### src/rtl/lfsr_shift_ctrl.sv
// -----------------------------------------------------------------------------
// lfsr_shift_ctrl
//
// Galois LFSR with a keyed shift sequencer. A Start request in IDLE latches
// a shift count N = 15 - Key. The LFSR then advances exactly N times, one
// shift per clock. A single-cycle Done pulse marks the end of the sequence.
// Load_Seed in IDLE loads the LFSR directly and takes priority over Start.
// Any command that arrives while Busy is high is ignored.
//
// Parameters
//   WIDTH      LFSR state width
//   TAPS       Galois feedback mask, applied when the shifted-out bit is 1
//
// Ports
//   Clk        clock; all state changes occur on the rising edge
//   Rst_n      asynchronous active-low reset
//   Start      request a keyed shift sequence
//   Key[3:0]   key X; shift count N = 15 - X
//   Load_Seed  load Seed into the LFSR (IDLE only)
//   Seed       seed value
//   Busy       high in SHIFT and DONE
//   Done       one-cycle completion pulse
//   Shift_Mag  N of the current or most recent sequence
//   Lfsr_Out   current LFSR state
//
// Build option
//   LFSR_SHIFT_CTRL_LOCKUP_GUARD_EN : when defined, a zero Seed is loaded as
//   1 so the LFSR can never enter the all-zero lockup state.
// -----------------------------------------------------------------------------
module lfsr_shift_ctrl #(
    parameter int unsigned           WIDTH = 16,
    parameter logic [WIDTH-1:0]      TAPS  = 16'hB400
) (
    input  logic             Clk,
    input  logic             Rst_n,
    input  logic             Start,
    input  logic [3:0]       Key,
    input  logic             Load_Seed,
    input  logic [WIDTH-1:0] Seed,
    output logic             Busy,
    output logic             Done,
    output logic [3:0]       Shift_Mag,
    output logic [WIDTH-1:0] Lfsr_Out
);

    localparam logic [WIDTH-1:0] LFSR_ONE = {{(WIDTH-1){1'b0}}, 1'b1};

    typedef enum logic [1:0] {
        IDLE  = 2'd0,
        SHIFT = 2'd1,
        DONE  = 2'd2
    } state_t;

    state_t           state, state_nxt;
    logic [3:0]       cnt, cnt_nxt;
    logic [3:0]       mag, mag_nxt;
    logic [WIDTH-1:0] lfsr, lfsr_nxt;

    logic [3:0]       key_n;
    logic [WIDTH-1:0] lfsr_shifted;
    logic [WIDTH-1:0] seed_val;

    assign key_n        = 4'hF - Key;
    assign lfsr_shifted = (lfsr >> 1) ^ (lfsr[0] ? TAPS : '0);

`ifdef LFSR_SHIFT_CTRL_LOCKUP_GUARD_EN
    assign seed_val = (Seed == '0) ? LFSR_ONE : Seed;
`else
    assign seed_val = Seed;
`endif

    always_ff @(posedge Clk or negedge Rst_n) begin
        if (!Rst_n) begin
            state <= IDLE;
            cnt   <= '0;
            mag   <= '0;
            lfsr  <= LFSR_ONE;
        end else begin
            state <= state_nxt;
            cnt   <= cnt_nxt;
            mag   <= mag_nxt;
            lfsr  <= lfsr_nxt;
        end
    end

    always_comb begin
        state_nxt = state;
        cnt_nxt   = cnt;
        mag_nxt   = mag;
        lfsr_nxt  = lfsr;
        case (state)
            IDLE: begin
                if (Load_Seed) begin
                    lfsr_nxt = seed_val;
                end else if (Start) begin
                    mag_nxt   = key_n;
                    cnt_nxt   = key_n;
                    // N == 0 skips SHIFT so that Done appears right after the accept edge
                    state_nxt = (key_n == 4'd0) ? DONE : SHIFT;
                end
            end
            SHIFT: begin
                lfsr_nxt = lfsr_shifted;
                cnt_nxt  = cnt - 4'd1;
                // The edge that performs the last shift moves the FSM to DONE
                if (cnt == 4'd1) begin
                    state_nxt = DONE;
                end
            end
            DONE: begin
                state_nxt = IDLE;
            end
            default: begin
                state_nxt = IDLE;
            end
        endcase
    end

    assign Busy      = (state != IDLE);
    assign Done      = (state == DONE);
    assign Shift_Mag = mag;
    assign Lfsr_Out  = lfsr;

endmodule

### config.mk
export PLATFORM = sky130hd
export DESIGN_NAME = lfsr_shift_ctrl
export DESIGN_NICKNAME = d
export VERILOG_FILES = /design/src/rtl/lfsr_shift_ctrl.sv
export SDC_FILE = /design/constraint.sdc
export NUM_CORES = 1
export LEC_CHECK = 0
export CAP_MARGIN = 20
export CORE_ASPECT_RATIO = 0.6
export CORE_MARGIN = 5
export CORE_UTILIZATION = 33
export CTS_CLUSTER_SIZE = 40
export DETAILED_ROUTE_END_ITERATION = 8
export DONT_BUFFER_PORTS = 1
export GPL_TIMING_DRIVEN = 0
export PLACE_DENSITY = 0.47
export SYNTH_ARGS = -nofsm -noshare
export SYNTH_HDL_FRONTEND = slang
export SYNTH_SLANG_ARGS = --single-unit
export TNS_END_PERCENT = 10
### constraint.sdc
create_clock -name Clk -period 2.5 [get_ports Clk]
set_input_delay 0.75 -clock Clk [delete_from_list [all_inputs] [get_ports Clk]]
set_output_delay 0.75 -clock Clk [all_outputs]
set_load 0.01 [all_outputs]
; ---- After elaboration in Yosys (flattened, before gate mapping)
; Cells that the tools add are included.
[totals]
regBits = 26
inputBits = 24
out_inout_bits = 22
word_cells = 34
[op_classes]
add_sub_neg = 2
n_eq_ne = 7
n_mux = 11
bitwise = 2
reduce_logical = 8
[ops]
columns = op, count
row1 = 16-bit 2-to-1 mux, 2
row2 = 16-bit one-hot mux with 2 select lines, 1
row3 = 15-bit by 16-bit XOR with 16-bit output, 1
row4 = 3-bit AND reduction, 3
row5 = 2-bit 2-to-1 mux, 4
row6 = 4-bit 2-to-1 mux, 2
row7 = 2-bit inequality test (second input constant), 4
row8 = 4-bit one-hot mux with 2 select lines, 1
row9 = 4-bit by 1-bit == test with 1-bit output (second input constant), 1
row10 = 4-bit zero test, 1
row11 = 2-bit one-hot mux with 2 select lines, 1
row12 = 2-bit nonzero test, 2
row13 = 4-bit by 1-bit subtractor with 4-bit output (second input constant), 1
row14 = 4-bit subtractor (first input constant), 1
row15 = 2-bit by 1-bit == test with 1-bit output (second input constant), 1
row16 = 2-bit == test (second input constant), 1
row17 = 2-bit zero test, 1
row18 = 2-bit AND reduction, 1
row19 = 1-bit inverter, 1

; ---- Longest topological paths before layout
; Gate-level depths: netlist (run 1).
[depth]
ltp_word = 6
ltp_mapped = 5
ltp_nobuf = 5

; ---- Least setup slack after synthesis (run 1)
; OpenSTA, ideal clock, no wires.
[synth_path]
kind = input to register
from = input Load_Seed
to = register cnt[3]
setup_time_ns = 0.123
t_arrival_ns = 1.598
required_time_ns = 2.377
path_slack_ns = 0.779
cell_stages = 3
path_buffers = 1
cell_sequence = or4b_1 > buf_2 > o221a_2
[synth_between]
elab_chain_len = 2
[synth_lines]
columns = element, line_no
row1 = "start, declared", 38  ; input logic Load_Seed,
row2 = 2-bit inequality test (no line), --
row3 = 3-bit AND reduction (no line), --
row4 = "end signal, assigned", 80  ; cnt <= cnt_nxt;
row5 = "end, declared", 55  ; logic [3:0] cnt, cnt_nxt;
; No other way between the ends.
; A chain may end at the register's enable or synchronous reset.

; ---- Final worst setup path (run 1)
[layout_path]
from = register state[0]
to = output Done
[layout_between]
elab_chain_len = 1
[layout_lines]
columns = element, line_no
row1 = "start, declared", 54  ; state_t state, state_nxt;
row2 = "start signal, assigned", 79  ; state <= state_nxt;
row3 = 2-bit == test, 120  ; assign Done = (state == DONE);
row4 = "end, declared", 41  ; output logic Done,
; No other way between the ends.

==> reports/metrics.yaml, run 1 <==
grt_antenna_before_repair: 0
layout.cells.most_common_list: "25 x sky130_fd_sc_hd__dfrtp_1, 18 x sky130_fd_sc_hd__nand2_1, 14 x sky130_fd_sc_hd__o21ai_0"
ys_seq_area_share_pct: 48.56
vdd_ir_drop_max_mv: 0.3349
tritoncts: "yes"
synth_seq_cells: 26
setup_viol: 0
cp-start-kind: "flop"
avgSynthCellArea_sq_um: 9.729
synth.net_count: 164
clkSinkCount: 26
place.detailed.hpwl_microns: 2682
clock.fmax_ghz: 0.4511
syn_area_sq_um: 1343
fin_tns_setup_ns: 0
cts_hold_buffers: 0
num_vias: 1042
syn-instance-count: 138
core_area_sq_um: 4009
finish.utilization_pct: 36.83
hold_viol: 0
crit_path_max_fanout: 10
chipWidth_microns: 92.35
ctsRootBufferMaster: "sky130_fd_sc_hd__clkbuf_8"
number_of_placed_instances_with_taps_included: 188
timing.critical_path.to_type: "output port"
critPathKind: "flop to output port"
h-tree-depth: 1
layout-area-overhead-vs-synth_pct: 9.972
worst_pin_slew_ns: 0.6751
buffer_ports.inserted: 0
final_antenna_net_count: 0
register_area_sq_um: 651.9
clock_latency_ns: 0.29
drc_errors: 0
worstPathRequired_ns: 1.75
layoutNonFillerInstCount: 192
top_level_ports: 46
initial_utilization_pct: 33.49
post_cts_resized: 0
most_common_library_cell_in_the_layout_ignoring_fill_and_taps: "sky130_fd_sc_hd__dfrtp_1"
arrival_ns: 1.47
placer_congestion_estimate: 0.7774
synth_cell_type_count: 36
final_period_minus_worst_setup_slack_ns: 2.217
final.fill_count: 413
status: "completed"
grt_usage_pct: 14.00
power.leakage_nw: 0.6470
grt_pass1_vias: 1044
drive_gt1_share_pct: 11.27
route.final.wire_length_microns: 3612
cts-root-to-sink-buffers: 2
numCtsBuffers: 3
grt_overflow_total: 0
clk_pin_slew_worst_paths_ns: 0.11
timing_max_transition_violations_final: 0
power.density_nw_per_um2: 1362
grt_pass1_wl_microns: 5796
hold-worst-slack_ns: 0.1411
clock_skew_ns: 0.01159
synthesis.yosys.warnings: 0
finalCritPeriodShare_pct: 88.68
area_used_by_multi_input_combinational_logic_sq_um: 608.1
antenna_diode_instance_count: 0
detail_route.iter0.violations: 92
drv_cap: 0
post_drt_wl_per_cell_microns: 18.81
grt_max_degree: 27
timing.max_slew.rel_slack_pct: 54.90
dieArea_sq_um: 5486
setup_repair_after_global_routing_missed_its_margin: "false"
layout.nets: 169
placement_rows: 18
drt-pass1-iter-count: 4
floorplan.die.height_microns: 59.41
hold_path_class: "primary input to async pin"
routed_via_density: 5.427
post-cts-setup-buffer-count: 0
synth_stat cells:
master / number / area, sq um
sky130_fd_sc_hd__o31ai_1: 1 / 7.510
sky130_fd_sc_hd__clkbuf_1: 6 / 22.52
sky130_fd_sc_hd__inv_1: 7 / 26.28
sky130_fd_sc_hd__or4b_1: 1 / 10.01
sky130_fd_sc_hd__and3b_1: 10 / 87.58
sky130_fd_sc_hd__clkbuf_2: 1 / 5.000
sky130_fd_sc_hd__nand3_1: 3 / 15.01
sky130_fd_sc_hd__xnor2_1: 3 / 26.28
sky130_fd_sc_hd__mux2i_1: 1 / 10.01
sky130_fd_sc_hd__a21oi_1: 10 / 50.05
sky130_fd_sc_hd__nor3_1: 1 / 5.000
sky130_fd_sc_hd__o221a_2: 1 / 11.26
sky130_fd_sc_hd__o21ai_1: 2 / 10.01
sky130_fd_sc_hd__o21ai_2: 2 / 17.52
sky130_fd_sc_hd__buf_4: 1 / 7.510
sky130_fd_sc_hd__buf_2: 2 / 10.01
sky130_fd_sc_hd__nand3b_1: 1 / 7.510
sky130_fd_sc_hd__or3_1: 1 / 6.260
sky130_fd_sc_hd__o21ai_0: 14 / 70.07
sky130_fd_sc_hd__nand2_1: 18 / 67.56
sky130_fd_sc_hd__or3b_1: 1 / 8.760
sky130_fd_sc_hd__buf_6: 1 / 11.26
sky130_fd_sc_hd__o22ai_1: 1 / 6.260
sky130_fd_sc_hd__nand2b_1: 2 / 12.51
sky130_fd_sc_hd__nor2_1: 1 / 3.750
sky130_fd_sc_hd__o221ai_2: 2 / 30.03
sky130_fd_sc_hd__ha_1: 2 / 25.02
sky130_fd_sc_hd__dfstp_2: 1 / 26.28
sky130_fd_sc_hd__nor3b_1: 1 / 7.510
sky130_fd_sc_hd__dfrtp_1: 25 / 625.6
sky130_fd_sc_hd__nand4_1: 1 / 6.260
sky130_fd_sc_hd__a222oi_1: 3 / 30.03
sky130_fd_sc_hd__nor2b_1: 6 / 37.54
sky130_fd_sc_hd__a22oi_1: 3 / 22.52
sky130_fd_sc_hd__o21bai_1: 1 / 7.510
sky130_fd_sc_hd__a31o_2: 1 / 8.760
where the power goes:
part           internal (mW)  total [mW]  switching, mW  leakage (nW)
Clock                  0.215       0.367          0.153        0.0357
Sequential             0.633       0.903          0.270         0.315
Combinational          0.331       0.740          0.409         0.296
cells by family (layout without fill, tap and decap cells):
family / after synthesis / count (layout) / share of synthesized area [%]
multiplexers: 1 / 1 / 0.7456
AND/OR/NAND/NOR: 47 / 47 / 20.50
buffers and inverters: 18 / 22 / 6.151
AO/OA/AOI/OAI: 41 / 41 / 20.23
flip-flops: 26 / 26 / 48.56
adder cells (fa/ha/maj): 2 / 2 / 1.864
XOR/XNOR: 3 / 3 / 1.957
per-layer routing:
metal | global-route usage (%) | up-vias | wire, microns
li1 | - | 495 | -
met2 | 19.18 | 30 | 1494
met3 | 6.345 | 4 | 291
met1 | 20.02 | 513 | 1798
met4 | 3.171 | 0 | 27
met5 | 0 | - | 0
registers in the layout, indices dropped and copies added, names as in the netlist:
signal / count
Lfsr_Out: 16
Shift_Mag: 4
cnt: 4
state: 2
per-stage QoR:
stage	setup WS (ns)	power (mW)	cell area [sq um]
5_1_grt	0.1745	2.167	1476
4_1_cts	0.2883	2.020	1476
3_5_place_dp	0.6031	1.656	1405
2_1_floorplan	0.7791	1.447	1343
3_3_place_gp	0.6187	1.627	1405
6_report	0.2830	2.011	1476
path summary, 6_finish.rpt:
path                            cells past startpoint                      from  slack [ns]                        to
worst min register to register                      2  Shift_Mag[3]$_DFFE_PN0P_        0.56  Shift_Mag[3]$_DFFE_PN0P_
worst max-delay path                                3      state[0]$_DFFE_PN0P_        0.28                      Done
worst max register to register                      5      state[0]$_DFFE_PN0P_        0.72   Lfsr_Out[5]$_DFFE_PN0P_
worst min-delay path                                0                     Rst_n        0.14  Shift_Mag[1]$_DFFE_PN0P_
min in group Clk                                    1                    Key[3]        0.52  Shift_Mag[3]$_DFFE_PN0P_
max in group asynchronous                           0                     Rst_n        2.19   Lfsr_Out[0]$_DFFE_PN1P_
layout make-up:
type,instances,share of cell area (%)
sequential,26,44.15
clock inverter,1,2.034
multi-input combinational,94,41.19
buffer,11,3.814
inverter,7,1.780
tap,50,4.237
clock buffer,3,2.797
critical path, stage by stage, from the launching register on:
cell and delay (ns):
sky130_fd_sc_hd__dfrtp_1 0.39, sky130_fd_sc_hd__clkbuf_1 0.37, sky130_fd_sc_hd__buf_2 0.31, sky130_fd_sc_hd__nor2b_1 0.12
(Power assumes the default switching activity.)
==> inputs of run 2 (changes only) <==
--- a/config.mk
+++ b/config.mk
@@ -8,12 +8,12 @@
 export CAP_MARGIN = 20
 export CORE_ASPECT_RATIO = 0.6
 export CORE_MARGIN = 5
-export CORE_UTILIZATION = 33
+export CORE_UTILIZATION = 48
 export CTS_CLUSTER_SIZE = 40
 export DETAILED_ROUTE_END_ITERATION = 8
-export DONT_BUFFER_PORTS = 1
 export GPL_TIMING_DRIVEN = 0
-export PLACE_DENSITY = 0.47
+export PLACE_DENSITY = 0.84
+export RECOVER_POWER = 100
 export SYNTH_ARGS = -nofsm -noshare
 export SYNTH_HDL_FRONTEND = slang
 export SYNTH_SLANG_ARGS = --single-unit
==> run 2 against run 1 <==
  * Design area increased by 28%
  * Critical endpoint is now Busy
  * Sequential power fell by 9.0%
  * Register-to-register slack lost 0.16 ns
  * Clock-buffer cell count up 1
  * Utilization increased by 36 points
  * Largest cell class unchanged
  * Worst setup slack worse by 0.16 ns
  * Die area down 27%
  * First-iteration DRC count decreased by 14%
  * Global-route usage rose by 5.0 points
  * Sequential share of layout area decreased by 9.8 points
==> reports/metrics.yaml, run 2 (synthesis results as in run 1) <==
finalCritPeriodShare_pct: 95.15
layout.nets: 214
place.detailed.hpwl_microns: 2839
chipWidth_microns: 78.28
num_vias: 1229
initial_utilization_pct: 51.79
number_of_placed_instances_with_taps_included: 216
clock_latency_ns: 0.27
fin_tns_setup_ns: 0
grt_usage_pct: 19.02
slowest_cell_on_the_critical_path: "sky130_fd_sc_hd__clkdlybuf4s50_1"
critPathKind: "flop to output port"
post-cts-setup-buffer-count: 0
grt_antenna_before_repair: 0
vdd_ir_drop_max_mv: 0.6319
detail_route.iter0.violations: 79
dieArea_sq_um: 3989
numCtsBuffers: 3
drive_gt1_share_pct: 7.487
cp-start-kind: "flop"
grt_pass1_wl_microns: 5975
top_level_ports: 46
worstPathRequired_ns: 1.75
buffer_ports.inserted: 45
timing.max_slew.rel_slack_pct: 62.01
worstRegToRegCells: 5
setup_repair_after_global_routing_missed_its_margin: "false"
worst_pin_slew_ns: 0.5686
placer_congestion_estimate: 0.8670
critical_path.max_stage_delay_ns: 0.48
drt-pass1-iter-count: 4
largest_register_ff_count: 16
tritoncts: "yes"
setup_viol: 0
arrival_ns: 1.63
hold-path-endpoint: "Shift_Mag[0]$_DFFE_PN0P_"
reg2reg_from: "state[0]$_DFFE_PN0P_"
grt_pass1_vias: 1216
antenna_diode_instance_count: 0
hold_path_class: "flop to flop"
hold_viol: 0
clkSinkCount: 26
most_common_library_cell_in_the_layout_ignoring_fill_and_taps: "sky130_fd_sc_hd__dfrtp_1"
power.density_nw_per_um2: 1146
core_area_sq_um: 2592
timing.critical_path.cells: "clkbuf_2, nor2_2, inv_1, clkdlybuf4s50_1"
cp.buffers_inverters: 3
grt_overflow_total: 0
post_drt_wl_per_cell_microns: 16.39
final_antenna_net_count: 0
crit_path_max_fanout: 10
drv_cap: 0
route.final.wire_length_microns: 3589
floorplan.die.height_microns: 50.97
clock_skew_ns: 0.004893
cts_hold_buffers: 0
grt_max_degree: 21
timing_max_transition_violations_final: 0
hp-start: "Shift_Mag[0]$_DFFE_PN0P_"
drc_errors: 0
final_period_minus_worst_setup_slack_ns: 2.379
ctsRootBufferMaster: "sky130_fd_sc_hd__clkbuf_8"
layoutNonFillerInstCount: 219
clk_pin_slew_worst_paths_ns: 0.09
cts-root-to-sink-buffers: 2
routed_via_density: 5.612
r2r_slack_ns: 0.56
power.leakage_nw: 0.8571
timing.critical_path.max_delay_family: "buffers and inverters"
layout.cells.most_common_list: "25 x sky130_fd_sc_hd__dfrtp_1, 22 x sky130_fd_sc_hd__clkdlybuf4s50_1, 22 x sky130_fd_sc_hd__dlygate4sd3_1"
timing.critical_path.to_type: "output port"
h-tree-depth: 1
crit-reg2reg-capture: "Lfsr_Out[15]$_DFFE_PN0P_"
layout-area-overhead-vs-synth_pct: 41.19
placement_rows: 14
status: "completed"
min_path_cells: 2
clock.fmax_ghz: 0.4204
## run 2: worst max-delay path by stage
stage	endpoint	start	slack, ns	depth (start not counted)
after global placement	Shift_Mag[1]$_DFFE_PN0P_	Load_Seed	0.16	6
after global routing	Busy	state[1]$_DFFE_PN0P_	0.03	4
after CTS	Done	state[0]$_DFFE_PN0P_	0.06	3
final	Busy	state[1]$_DFFE_PN0P_	0.12	4
after detailed placement	Shift_Mag[1]$_DFFE_PN0P_	Load_Seed	0.13	6
after floorplan	cnt[3]$_DFFE_PN0P_	Load_Seed	0.78	3
## run 2: per-layer routing
layer	wire, microns	GRT usage, %	vias up	part of all wire (%)
li1	-	-	588	-
met5	0	0	-	0
met3	279	5.439	6	7.8
met2	1627	29.40	48	45
met1	1638	26.48	587	46
met4	44	4.942	0	1.2
## run 2: timing repair
action,CTS,global route
endpoints found under the setup margin,2,2
resized for setup,1,3
pin swaps,0,0
## run 2: worst min-delay path, stage by stage (launching register included)
cell and delay [ns]:
sky130_fd_sc_hd__dfrtp_1 0.35, sky130_fd_sc_hd__nand2_1 0.04, sky130_fd_sc_hd__o21ai_0 0.06
## run 2: layout make-up
| class | instances | area (sq um) |
|---|---|---|
| multi-input combinational | 94 | 596.8 |
| fill | 198 | 696.9 |
| inverter | 7 | 26.28 |
| clock buffer | 4 | 55.05 |
| timing repair buffer | 46 | 480.5 |
| sequential | 26 | 651.9 |
| tap | 32 | 40.04 |
| buffer | 10 | 45.04 |
## run 2: power breakdown
part / internal, mW / switching [mW]
clock network: 0.141 / 0.133
logic: 0.557 / 0.519
registers: 0.633 / 0.189
total: 1.33 / 0.841
## run 2: stage by stage
| step | power, mW | setup slack, ns | utilization [%] | instance area, sq um | hold slack (ns) |
|---|---|---|---|---|---|
| after floorplan | 1.447 | 0.7791 | - | 1343 | 0.4544 |
| after global placement | 1.959 | 0.1649 | 70.70 | 1833 | 0.4595 |
| after detailed placement | 2.008 | 0.1265 | 71.77 | 1861 | 0.4771 |
| after CTS | 2.276 | 0.05529 | 73.79 | 1913 | 0.4965 |
| after global routing | 2.351 | 0.03199 | 73.12 | 1896 | 0.5092 |
| final | 2.173 | 0.1211 | 73.12 | 1896 | 0.4814 |
==> inputs of run 3 (changes only) <==
--- a/config.mk
+++ b/config.mk
@@ -8,11 +8,11 @@
 export CAP_MARGIN = 20
 export CORE_ASPECT_RATIO = 0.6
 export CORE_MARGIN = 5
-export CORE_UTILIZATION = 48
+export CORE_UTILIZATION = 40
 export CTS_CLUSTER_SIZE = 40
 export DETAILED_ROUTE_END_ITERATION = 8
 export GPL_TIMING_DRIVEN = 0
-export PLACE_DENSITY = 0.84
+export PLACE_DENSITY = 0.72
 export RECOVER_POWER = 100
 export SYNTH_ARGS = -nofsm -noshare
 export SYNTH_HDL_FRONTEND = slang
==> run 3 against run 2 <==
  * Worst setup slack worse by 0.034 ns
  * Power is 3.2% higher
  * Cell count grew 5.9%
  * Flip-flop and latch count did not move
  * Maximum frequency down 1.4%
  * Global-route usage shrank 2.1 points
  * Sequential power barely moved
  * Non-clock buffer count unchanged
  * Clock skew increased by 0.0020 ns
  * Largest cell class unchanged
==> reports/metrics.yaml, run 3 (synthesis results as in run 1) <==
layoutNonFillerInstCount: 232
post_cts_resized: 1
grt_overflow_total: 0
finalCritPeriodShare_pct: 96.50
power.leakage_nw: 0.8339
chipWidth_microns: 84.79
post_place_cell_area_sq_um: 1864
antenna_diode_instance_count: 0
vdd_ir_drop_max_mv: 0.5532
worstPathRequired_ns: 1.75
area_used_by_multi_input_combinational_logic_sq_um: 594.3
detail_route.iter0.violations: 90
drive_gt1_share_pct: 7.487
ctsRootBufferMaster: "sky130_fd_sc_hd__clkbuf_8"
grt_max_degree: 16
top_level_ports: 46
min_path_cells: 2
layout-area-overhead-vs-synth_pct: 41.57
initial_utilization_pct: 41.40
final_antenna_net_count: 0
clock.fmax_ghz: 0.4145
setup_repair_after_global_routing_missed_its_margin: "false"
critPathKind: "flop to output port"
clk_pin_slew_worst_paths_ns: 0.09
numCtsBuffers: 3
cp-start-kind: "flop"
grt_pass1_vias: 1212
arrival_ns: 1.66
core_area_sq_um: 3243
setup_viol: 0
power_mw: 2.242
drc_errors: 0
timing_max_transition_violations_final: 0
status: "completed"
power.density_nw_per_um2: 1180
cts-root-to-sink-buffers: 2
buffer_ports.inserted: 45
placer_congestion_estimate: 0.8335
final_area_sq_um: 1901
cts_hold_buffers: 0
timing.critical_path.to_type: "output port"
drv_cap: 0
grt_pass1_wl_microns: 5954
final_period_minus_worst_setup_slack_ns: 2.412
hold_path_class: "flop to flop"
post_drt_wl_per_cell_microns: 15.22
clock_skew_ns: 0.006931
finish.utilization_pct: 58.60
hold_viol: 0
floorplan.die.height_microns: 54.88
route.final.wire_length_microns: 3531
clkSinkCount: 26
number_of_placed_instances_with_taps_included: 229
register_area_sq_um: 653.1
worst_pin_slew_ns: 0.7833
clock_latency_ns: 0.28
grt_antenna_before_repair: 0
num_vias: 1243
tritoncts: "yes"
timing.max_slew.rel_slack_pct: 47.78
crit_path_max_fanout: 13
dieArea_sq_um: 4653
final.fill_count: 303
layout.cells.most_common_list: "24 x sky130_fd_sc_hd__dfrtp_1, 23 x sky130_fd_sc_hd__clkdlybuf4s50_1, 22 x sky130_fd_sc_hd__dlygate4sd3_1"
most_common_library_cell_in_the_layout_ignoring_fill_and_taps: "sky130_fd_sc_hd__dfrtp_1"
place.detailed.hpwl_microns: 2770
fin_tns_setup_ns: 0
largest_register_ff_count: 16
routed_via_density: 5.358
drt-pass1-iter-count: 6
layout.nets: 214
worstRegToRegCells: 5
h-tree-depth: 1
post-cts-setup-buffer-count: 0
grt_usage_pct: 16.96
placement_rows: 16
## run 3: final cells by class
type	instances	area share [%]
flip-flops and latches	26	34.36
multi-input cells	94	31.27
repair buffers	46	23.90
well taps	45	2.962
plain buffers	10	2.370
clock buffers	3	2.172
clock inverters	1	1.580
inverters	7	1.382
## run 3: report_power, final
group / internal [mW] / switching, mW
logic: 0.552 / 0.515
clock network: 0.215 / 0.137
registers: 0.635 / 0.190
## run 3: path summary, 6_finish.rpt
| check | from | endpoint | slack, ns |
|---|---|---|---|
| min in group asynchronous | Rst_n | Shift_Mag[2]$_DFFE_PN0P_ | 0.89 |
| setup reg to reg | state[0]$_DFFE_PN0P_ | Lfsr_Out[3]$_DFFE_PN0P_ | 0.59 |
| hold / removal | Shift_Mag[1]$_DFFE_PN0P_ | Shift_Mag[1]$_DFFE_PN0P_ | 0.49 |
| setup / recovery | state[0]$_DFFE_PN0P_ | Done | 0.09 |
| max in group asynchronous | Rst_n | state[0]$_DFFE_PN0P_ | 0.47 |
| hold reg to reg | Shift_Mag[1]$_DFFE_PN0P_ | Shift_Mag[1]$_DFFE_PN0P_ | 0.49 |
## run 3: metrics by stage
stage                     hold slack (ns)  worst slack, ns
final                              0.4897          0.08753
after global routing               0.5099          0.02060
after CTS                          0.5004          0.06021
after detailed placement           0.4743           0.1493
after global placement             0.4603           0.1790
after floorplan                    0.4544           0.7791
## run 3: layer usage
metal  wire [microns]  vias to the layer above  GRT usage [%]  part of all wire (%)
li1                 -                      586              -                     -
met1             1701                      610          23.39                    48
met2             1587                       43          25.84                    45
met3              204                        4          3.759                   5.8
met4               37                        0          7.632                   1.0
met5                0                        -              0                     0
## run 3: worst max-delay path: stages (launching register included)
cell and delay (ns):
sky130_fd_sc_hd__dfrtp_2 0.51, sky130_fd_sc_hd__buf_4 0.21, sky130_fd_sc_hd__nor2b_1 0.12, sky130_fd_sc_hd__clkdlybuf4s50_1 0.54
